**config.mk**
```make
export PLATFORM = sky130hd
export DESIGN_NAME = pc_fetch_stage
export DESIGN_NICKNAME = d
export VERILOG_FILES = /design/src/rtl/fetch_pkg.sv /design/src/rtl/pc_next_sel.sv /design/src/rtl/pc_fetch_stage.sv
export SDC_FILE = /design/constraint.sdc
export NUM_CORES = 1
export LEC_CHECK = 0
export BUFFER_PORTS_ARGS = -buffer_cell sky130_fd_sc_hd__buf_4
export CORE_AREA = 5 5 160 162
export CTS_CLUSTER_SIZE = 10
export DETAILED_ROUTE_END_ITERATION = 12
export DIE_AREA = 0 0 165 167
export PLACE_DENSITY = 0.41
export SYNTH_ARGS = -nofsm -noshare
export SYNTH_HDL_FRONTEND = slang
export SYNTH_SLANG_ARGS = --single-unit
```
**constraint.sdc**
```tcl
create_clock -name clk -period 4 [get_ports clk]
set_clock_uncertainty 0.15 [all_clocks]
set_input_delay 0.2 -clock clk [delete_from_list [all_inputs] [get_ports clk]]
set_output_delay 0.2 -clock clk [all_outputs]
set_load 0.005 [all_outputs]
```
**src/rtl/fetch_pkg.sv**
```systemverilog
// Shared types and defaults for the instruction-fetch stage.
package fetch_pkg;

  localparam int XLEN = 32;

  localparam logic [XLEN-1:0] DEFAULT_NOP_INSTR = 32'h0000_0013;
  localparam logic [XLEN-1:0] DEFAULT_RESET_PC  = 32'h0000_0000;

  typedef enum logic [1:0] {
    S_REQ  = 2'd0,
    S_WAIT = 2'd1,
    S_DROP = 2'd2
  } fetch_state_e;

  // Fetch addresses are always word aligned; the low two bits are discarded.
  function automatic logic [XLEN-1:0] align_word(input logic [XLEN-1:0] addr);
    return {addr[XLEN-1:2], 2'b00};
  endfunction

endpackage

```
**src/rtl/pc_next_sel.sv**
```systemverilog
// Next-PC mux: reset vector, redirect target, sequential pc+4, or hold.
module pc_next_sel
  import fetch_pkg::*;
(
  input  logic            i_rst,
  input  logic [XLEN-1:0] i_reset_pc,
  input  logic [XLEN-1:0] i_pc,
  input  logic            i_redirect_valid,
  input  logic [XLEN-1:0] i_redirect_pc,
  input  logic            i_rsp_take,
  output logic [XLEN-1:0] o_next_pc
);

  always_comb begin
    o_next_pc = i_pc;
    if (i_rst) begin
      o_next_pc = i_reset_pc;
    end else if (i_redirect_valid) begin
      o_next_pc = align_word(i_redirect_pc);
    end else if (i_rsp_take) begin
      o_next_pc = i_pc + XLEN'(4);
    end
  end

endmodule

```
**src/rtl/pc_fetch_stage.sv**
```systemverilog
// Instruction-fetch stage: owns the PC, keeps one imem request in flight and fills the IF/ID slot.
module pc_fetch_stage
  import fetch_pkg::*;
#(
  parameter logic [31:0] RESET_PC  = DEFAULT_RESET_PC,
  parameter logic [31:0] NOP_INSTR = DEFAULT_NOP_INSTR
) (
  input  logic        clk,
  input  logic        rst,
  input  logic        redirect_valid,
  input  logic [31:0] redirect_pc,
  output logic        imem_req_valid,
  input  logic        imem_req_ready,
  output logic [31:0] imem_req_addr,
  input  logic        imem_rsp_valid,
  input  logic [31:0] imem_rsp_data,
  output logic        ifid_valid,
  input  logic        ifid_ready,
  output logic [31:0] ifid_pc,
  output logic [31:0] ifid_pc_plus4,
  output logic [31:0] ifid_instr
);

  fetch_state_e    r_state;
  fetch_state_e    w_state_next;
  logic [XLEN-1:0] r_pc;
  logic [XLEN-1:0] w_pc_next;
  logic            r_ifid_valid;
  logic [XLEN-1:0] r_ifid_pc;
  logic [XLEN-1:0] r_ifid_pc_plus4;
  logic [XLEN-1:0] r_ifid_instr;
  logic            w_req_valid;
  logic            w_handshake;
  logic            w_rsp_take;

  // A request may only go out when the slot will be free by the time the word returns.
  assign w_req_valid = (r_state == S_REQ) && (!r_ifid_valid || ifid_ready) && !rst;
  assign w_handshake = w_req_valid && imem_req_ready;
  assign w_rsp_take  = (r_state == S_WAIT) && imem_rsp_valid;

  pc_next_sel u_pc_next_sel (
    .i_rst            (rst),
    .i_reset_pc       (RESET_PC),
    .i_pc             (r_pc),
    .i_redirect_valid (redirect_valid),
    .i_redirect_pc    (redirect_pc),
    .i_rsp_take       (w_rsp_take),
    .o_next_pc        (w_pc_next)
  );

  always_comb begin
    w_state_next = r_state;
    case (r_state)
      S_REQ:   if (w_handshake) w_state_next = redirect_valid ? S_DROP : S_WAIT;
      S_WAIT: begin
        if (imem_rsp_valid)      w_state_next = S_REQ;
        else if (redirect_valid) w_state_next = S_DROP;
      end
      S_DROP:  if (imem_rsp_valid) w_state_next = S_REQ;
      default: w_state_next = S_REQ;
    endcase
  end

  always_ff @(posedge clk) begin
    if (rst) begin
      r_state <= S_REQ;
      r_pc    <= RESET_PC;
    end else begin
      r_state <= w_state_next;
      r_pc    <= w_pc_next;
    end
  end

  // Redirect flushes the slot even when a response lands in the same cycle.
  always_ff @(posedge clk) begin
    if (rst) begin
      r_ifid_valid    <= 1'b0;
      r_ifid_pc       <= '0;
      r_ifid_pc_plus4 <= '0;
      r_ifid_instr    <= NOP_INSTR;
    end else if (redirect_valid) begin
      r_ifid_valid <= 1'b0;
      r_ifid_instr <= NOP_INSTR;
    end else if (w_rsp_take) begin
      r_ifid_valid    <= 1'b1;
      r_ifid_pc       <= r_pc;
      r_ifid_pc_plus4 <= r_pc + XLEN'(4);
      r_ifid_instr    <= imem_rsp_data;
    end else if (ifid_ready) begin
      r_ifid_valid <= 1'b0;
    end
  end

  assign imem_req_valid = w_req_valid;
  assign imem_req_addr  = r_pc;
  assign ifid_valid     = r_ifid_valid;
  assign ifid_pc        = r_ifid_pc;
  assign ifid_pc_plus4  = r_ifid_pc_plus4;
  assign ifid_instr     = r_ifid_instr;

endmodule

```
After elaboration in Yosys (flattened, before gate mapping)
Index checks and enable logic that the tools add are counted.

storage, ports and cells
  flip-flop bits (word level) = 131
  input bits = 70
  output and inout bits = 130
  logic and storage cells = 37

operators by class
  add/subtract/negate cells = 1
  equality and inequality tests = 5
  mux-type cells = 10
  bitwise gates (word level) = 1
  reductions and logical operators = 13

operators with widths
  operator                                              count
  2-to-1 mux 32 bit                                     2
  adder 32 x 3 -> 32 bit (second input constant)        1
  2-to-1 mux 2 bit                                      5
  one-hot mux 2 bit (3 select lines)                    1
  logical AND 1 bit                                     4
  != test 2 bit (second input constant)                 2
  nonzero test 2 bit                                    2
  != test 3 bit (second input constant)                 1
  AND reduction 3 bit                                   1
  equality test 2 x 1 -> 1 bit (second input constant)  1
  equality test 2 bit (second input constant)           1
  zero test 1 bit                                       2
  zero test 2 bit                                       1
  2-to-1 mux 1 bit                                      2
  AND reduction 2 bit                                   1
  OR reduction 2 bit                                    1
  logical OR 1 bit                                      1
  NOT 1 bit                                             1

Longest topological paths before layout
Gate-level depths: netlist of run 1.

  word-level depth = 7
  mapped depth = 7
  mapped depth without buffers = 5

Hierarchy
Synthesis of run 1 repeated with hierarchy kept, for this count alone.

second synthesis, totals
  cell total of the unflattened synthesis = 732
  area, all modules = 6,013.3 um^2

modules (own cells, without submodules)
  module          times used  cells each  area an instance (um^2)  seq. area each (um^2)
  pc_fetch_stage  1           553         4,862.2                  2,582.5
  pc_next_sel     1           179         1,151.1                  0.0

Worst setup path before layout of run 1
Ideal clock, no wire load.

  path kind = reg-to-reg
  start point = register r_pc[2], in the netlist imem_req_addr[2]
  end point = register r_pc[24], in the netlist imem_req_addr[24]
  setup time = 91 ps
  data arrival time = 2,099 ps
  data required time = 3,759 ps
  path slack = 1,660 ps
  cell stages (with the launch flop) = 7
  buffers on the path = 1
  period minus slack after synthesis = 2,340 ps
  path through = dfxtp_1 -> ha_1 -> nand3_1 -> or3_1 -> clkbuf_1 -> or4_1 -> a311oi_1

between the ends
  longest elaborated chain between the ends = 3

ends and longest elaborated chain
  element                 RTL line              text
  from (decl)             pc_fetch_stage.sv:26  logic [XLEN-1:0] r_pc;
  from (signal assigned)  pc_fetch_stage.sv:70  r_pc <= w_pc_next;
  adder 32 x 3 -> 32 bit  pc_next_sel.sv:21     o_next_pc = i_pc + XLEN'(4);
  2-to-1 mux 32 bit       pc_next_sel.sv:20     end else if (i_rsp_take) begin
  2-to-1 mux 32 bit       pc_next_sel.sv:18     end else if (i_redirect_valid) begin

No other way between the ends. The select of a mux whose other input is x is not followed.
A chain may end at the register's enable or synchronous reset.

Final worst setup path of run 1
  start point = register r_pc[2], in the netlist imem_req_addr[2]
  end point = register r_pc[27], in the netlist imem_req_addr[27]

Same word-level chain as after synthesis.

==> results of run 1 <==
==> layer usage <==
metal / share of wire [%] / global-route usage (%) / wire length (um)
met5: 0.034 / 0 / 7
met4: 0.55 / 3.73 / 114
met3: 7.5 / 4.89 / 1560
met2: 46 / 23.3 / 9560
met1: 46 / 19.5 / 9570
==> layout by cell type (no fill, tap or decap), drive strengths merged, types with 9 or more instances in the layout <==
cell,instances
a211oi,21
a21oi,65
a311oi,28
buf,201
clkbuf,18
dfxtp,125
dlygate4sd3,63
inv,12
nand2,144
nand3,14
nand4,14
nor2,55
nor3,11
nor4,10
o21ai,18
o31ai,15
or3,17
or4,16
xnor2,9
xor2,10
==> power by group through the flow <==
stage               Clock, mW  Combinational (mW)  Sequential, mW
floorplan                   0               0.127            1.33
global placement            0               0.232            1.36
detailed placement          0               0.232            1.36
CTS                      1.67               0.282            1.33
global route             1.72               0.305            1.34
finish                   1.62               0.277            1.33
==> metrics by stage <==
step	cell area [um2]	utilization [%]	instances	setup slack (ns)	hold slack, ns
after floorplan	5660	-	698	1.66	0.172
after global placement	7190	30.0	1153	1.28	0.262
after detailed placement	7190	30.0	1153	1.24	0.274
after CTS	8420	35.2	1247	1.21	0.0103
after global routing	8420	35.2	1247	1.01	0.0562
final	8420	35.2	1247	1.26	0.0305
==> sequential cells by signal, indices dropped and copies added, names as in the netlist <==
signal	flops
ifid_instr	32
ifid_pc	30
ifid_pc_plus4	30
imem_req_addr	30
r_state	2
ifid_valid	1
==> layout make-up <==
cell class              count  area [um2]
flip-flops and latches    125        2500
multi-input cells         493        2730
well taps                 324         405
fillers                  2626       15500
repair buffers            264        2140
clock buffers              18         439
inverters                  10        37.5
clock inverters            13         166
==> cells in the mapped netlist (all sizes together) (10+ instances only) <==
cell type,count
a211oi,21
o21ai,18
nor4,10
or3,17
nand3,14
nor2,55
clkbuf,38
nand4,14
xor2,10
buf,29
a21oi,65
dfxtp,125
nor3,11
o31ai,15
or4,16
inv,10
a311oi,28
nand2,144
==> path summary, 6_finish.rpt <==
path                    start                 to  slack, ns
max          imem_req_addr[2]  imem_req_addr[27]       1.26
min            redirect_valid   imem_req_addr[6]       0.03
max reg2reg  imem_req_addr[2]  imem_req_addr[27]       1.26
min reg2reg    ifid_instr[10]     ifid_instr[10]       0.30
==> worst max-delay path, stage by stage, from the launching register on <==
cell and delay (ns):
dfxtp_1 0.51, and4_1 0.43, nand4_1 0.60, or4_1 0.70, a311oi_1 0.25
==> what timing repair did <==
item | in CTS | in global routing
hold buffers | 63 | 0
endpoints found under the hold margin | 63 | 0
buffers inserted | 0 | 0
endpoints found under the setup margin | 0 | 0
==> cell families (layout without fill, tap and decap cells) <==
logic type / Yosys count / after routing / synth area share (%)
other cells: 1 / 6 / 0.0665
flops: 125 / 125 / 44.4
buf+inv: 80 / 305 / 7.83
xor+xnor: 19 / 19 / 2.95
compound gates: 161 / 161 / 18.6
simple gates: 306 / 306 / 25.9
fa+ha+maj: 1 / 1 / 0.222
==> flow_metrics.py, run 1 <==
metrics = {
    "status": {
        "status": "completed",
    },
    "die": {
        "dieArea_mm2": 0.0276,
        "die_w_um": 165,
        "core.rowCount": 57,
        "io_pins": 200,
        "core_mm2": 0.0240,
        "start_util_pct": 23.5,
        "die_h_um": 167,
    },
    "detailed_routing": {
        "viasPerCell": 4.57,
        "wl_mm": 20.8,
        "drc": 0,
        "first_pass_iters": 5,
        "ant_nets": 0,
        "wire_per_inst_um": 16.7,
        "vias": 5705,
        "detail_route.iter0.violations": 265,
    },
    "yosys": {
        "synth_ff_type": "dfxtp_1",
        "netlist_instances": 693,
        "synth_cell_types": 50,
        "async_reset_ff_share_pct": 0,
        "yosysTopAreaCellShare_pct": 44.4,
        "avgSynthCellArea_um2": 8.14,
        "synth_edf_count": 0,
        "yosys.area.top_type": "dfxtp_1",
        "synth_area_mm2": 0.00564,
        "synth.top_cells.by_area": "dfxtp_1 (44%), nand2_1 (9.6%), a21oi_1 (5.8%)",
        "seq_area_frac_synth_pct": 44.4,
        "ys_seq_elements": 125,
        "yosysWarnings": 0,
    },
    "pwr": {
        "p_switching_uw": 795,
        "p_total_mw": 3.22,
        "p_per_area_mw_per_mm2": 383,
        "ir_worst_vdd_mv": 0.221,
        "p_comb_share_pct": 8.6,
        "pwr-share-seq_pct": 41.3,
        "leakagePower_nw": 3.18,
        "p_sw_share_pct": 24.7,
        "clkPwrFrac_pct": 50.1,
        "internal_power_mw": 2.43,
    },
    "setup_path": {
        "critPathMaxFanout": 16,
        "crit_required_ns": 4.17,
        "reg2regPathDepth": 4,
        "crit_type": "flop to flop",
        "cp.arrival_ns": 2.90,
        "end_kind": "flop",
        "startpoint_type": "flop",
    },
    "hold_path": {
        "hold_path_class": "input port to flop",
        "whs_path_depth": 3,
    },
    "global_routing": {
        "globalRouteOverflowTotal": 0,
        "grt_pass1_wl_mm": 32.2,
        "antenna_found_initial": 1,
        "first_global_vias": 5580,
        "grt_start_max_net_pins": 68,
        "grt_usage_pct": 14.8,
    },
    "sta": {
        "finalSetupViolCount": 0,
        "fin_crit_sh_pct": 68.4,
        "fin_setup_tns_ns": 0,
        "slew_headroom_pct": 26.2,
        "rsz0062_at_grt": "false",
        "tightestPinTransition_ns": 1.10,
        "clock.fmax_ghz": 0.366,
        "post-route-min-period_ns": 2.74,
        "slew_violations": 0,
        "finalHoldViolations": 0,
    },
    "final_layout": {
        "syn2layout_area_growth_pct": 49.4,
        "nNetsFinal": 982,
        "drive_above_1_share_pct": 26.4,
        "num_antenna_cells": 0,
    },
    "cts": {
        "clock_path_buffers": 2,
        "cts_tree": "yes",
        "cts_max_level": 4,
        "clock_latency_ns": 0.42,
        "clockRootBuffer": "clkbuf_16",
        "clk_pin_slew_worst_paths_ns": 0.06,
        "clock-sinks": 125,
        "cts_resized": 0,
        "cts_buffers": 17,
    },
    "place": {
        "dp_hpwl_mm": 14.1,
        "numPortBuffers": 191,
        "gp_congestion": 0.740,
    },
    "job": {
        "cap_violations": 0,
    },
}
No activity file was read; power rests on OpenSTA's default activity.
==> run 2, diff against run 1 <==
--- a/config.mk
+++ b/config.mk
@@ -10,7 +10,7 @@
 export CTS_CLUSTER_SIZE = 10
 export DETAILED_ROUTE_END_ITERATION = 12
 export DIE_AREA = 0 0 165 167
-export PLACE_DENSITY = 0.41
+export PLACE_DENSITY = 0.42
 export SYNTH_ARGS = -nofsm -noshare
 export SYNTH_HDL_FRONTEND = slang
 export SYNTH_SLANG_ARGS = --single-unit
==> constraint.sdc (replaced) <==
create_clock -name clk -period 2.5 [get_ports clk]
set_clock_uncertainty 0.15 [all_clocks]
set_input_delay 0.125 -clock clk [delete_from_list [all_inputs] [get_ports clk]]
set_output_delay 0.125 -clock clk [all_outputs]
set_load 0.005 [all_outputs]
==> flow_metrics.py, run 2 (synthesized netlist as in run 1, its figures left out) <==
metrics = {
    "final_layout": {
        "final_common_cell": "buf_4",
        "syn2layout_area_growth_pct": 57.3,
        "fill_cells": 2568,
        "drive_above_1_share_pct": 29.2,
        "most-common-layout-cells": "buf_4 (236), nand2_1 (144), dfxtp_1 (125)",
        "finalNonFillerCells": 1296,
        "largest_reg_flops": 32,
        "nNetsFinal": 1029,
    },
    "cts": {
        "cts_tree": "yes",
        "clock_latency_ns": 0.41,
        "cts_buffers": 17,
        "clk_pin_slew_worst_paths_ns": 0.06,
        "clock-sinks": 125,
        "cts_max_level": 4,
        "clock_path_buffers": 2,
        "clockRootBuffer": "clkbuf_16",
    },
    "sta": {
        "fin_crit_sh_pct": 95.0,
        "tightestPinTransition_ns": 0.559,
        "rsz0062_at_grt": "false",
        "finalSetupViolCount": 0,
        "finalHoldViolations": 0,
        "fin_setup_tns_ns": 0,
        "slew_headroom_pct": 62.4,
        "clock.fmax_ghz": 0.421,
        "slew_violations": 0,
        "post-route-min-period_ns": 2.37,
    },
    "setup_path": {
        "crit_required_ns": 2.68,
        "cp.arrival_ns": 2.55,
        "cpPeakStageDelay_ns": 0.70,
        "crit_type": "flop to flop",
        "crit_start": "imem_req_addr[22]",
        "end_kind": "flop",
        "startpoint_type": "flop",
        "worstPathCellList": "nand4_1, or4_1, or4_1, a311oi_1",
        "critPathMaxFanout": 10,
        "r2r_setup_slack_ns": 0.13,
        "cpMaxStageDelayCell": "or4_1",
        "worstReg2RegStart": "imem_req_addr[22]",
        "cpMostUsedCell": "or4_1",
    },
    "global_routing": {
        "antenna_found_initial": 1,
        "first_global_vias": 5877,
        "grt_usage_pct": 15.3,
        "grt_pass1_wl_mm": 33.4,
        "grt_start_max_net_pins": 73,
        "globalRouteOverflowTotal": 0,
    },
    "job": {
        "cap_violations": 0,
    },
    "pwr": {
        "p_switching_mw": 1.24,
        "p_sw_share_pct": 23.4,
        "p_comb_share_pct": 10.4,
        "leakagePower_nw": 3.43,
        "p_total_mw": 5.30,
        "p_per_area_mw_per_mm2": 597,
        "clkPwrFrac_pct": 50.3,
        "pwr-share-seq_pct": 39.4,
        "internal_power_mw": 4.06,
        "ir_worst_vdd_mv": 0.376,
    },
    "die": {
        "die_w_um": 165,
        "core.rowCount": 57,
        "io_pins": 200,
        "core_mm2": 0.0240,
        "die_h_um": 167,
        "dieArea_mm2": 0.0276,
        "start_util_pct": 23.5,
    },
    "place": {
        "numPortBuffers": 191,
        "dp_hpwl_mm": 14.9,
        "dp.cells": 1192,
        "gp_congestion": 0.794,
    },
    "detailed_routing": {
        "ant_nets": 0,
        "first_pass_iters": 4,
        "viasPerCell": 4.56,
        "drc": 0,
        "vias": 5910,
        "wl_mm": 21.1,
        "detail_route.iter0.violations": 295,
        "wire_per_inst_um": 16.3,
    },
    "hold_path": {
        "holdCritStartpoint": "ifid_instr[3]",
        "hold_path_class": "flop to flop",
    },
    "status": {
        "status": "completed",
    },
}
[run 2: cell count changes in the layout (fill, tap and decap cells not counted), sizes merged, moves of 2 or more]
| cell | before | now |
|---|---|---|
| buf | 201 | 240 |
| dlygate4sd3 | 63 | 71 |
| clkbuf | 18 | 22 |
| inv | 12 | 10 |
[run 2: repair_timing]
action | CTS | global route
gates resized for setup | 0 | 3
endpoints found under the setup margin | 0 | 3
endpoints found under the hold margin | 81 | 0
hold buffers | 71 | 0
setup buffers | 0 | 0
[run 2: worst paths after layout]
check | to | cells past startpoint
min | ifid_instr[3] | 2
min reg2reg | ifid_instr[3] | 2
max reg2reg | ifid_pc_plus4[31] | 4
max | ifid_pc_plus4[31] | 4
[run 2: worst max-delay path: cells and delay by family (launching register included)]
kind	cells	cell delay, ns
compound gates	1	0.24
flops	1	0.47
simple gates	3	1.44
[run 2: power by group through the flow]
| stage | clock network (mW) | registers (mW) | logic, mW |
|---|---|---|---|
| global placement | 0 | 2.13 | 0.461 |
| finish | 2.66 | 2.09 | 0.549 |
| floorplan | 0 | 2.13 | 0.203 |
| global route | 2.84 | 2.09 | 0.602 |
| CTS | 2.74 | 2.09 | 0.555 |
| detailed placement | 0 | 2.13 | 0.463 |
[run 2: per-layer routing]
layer	track usage, %	vias up	wire length (um)
met2	24.5	161	9790
met1	19.9	2736	9630
met5	0	-	0
met4	3.15	0	156
li1	-	3001	-
met3	5.26	12	1510
[run 2: through the flow]
stage | instance area (um2) | hold slack [ns] | util (%) | worst slack [ns]
floorplan | 5660 | 0.0972 | - | 0.160
global placement | 7520 | 0.188 | 31.4 | 0.117
detailed placement | 7520 | 0.194 | 31.4 | 0.0954
CTS | 8860 | 0.297 | 37.0 | 0.0925
global route | 8870 | 0.318 | 37.0 | 0.0143
finish | 8870 | 0.303 | 37.0 | 0.125
[run 2: area by class of cell]
| class | count | area [um2] | area share, % |
|---|---|---|---|
| Clock buffer | 22 | 464 | 5.23 |
| Inverter | 10 | 37.5 | 0.423 |
| Timing Repair Buffer | 311 | 2550 | 28.8 |
| Sequential cell | 125 | 2500 | 28.2 |
| Antenna cell | 1 | 2.50 | 0.0282 |
| Tap cell | 324 | 405 | 4.57 |
| Clock inverter | 10 | 163 | 1.83 |
| Multi-Input combinational cell | 493 | 2740 | 30.9 |
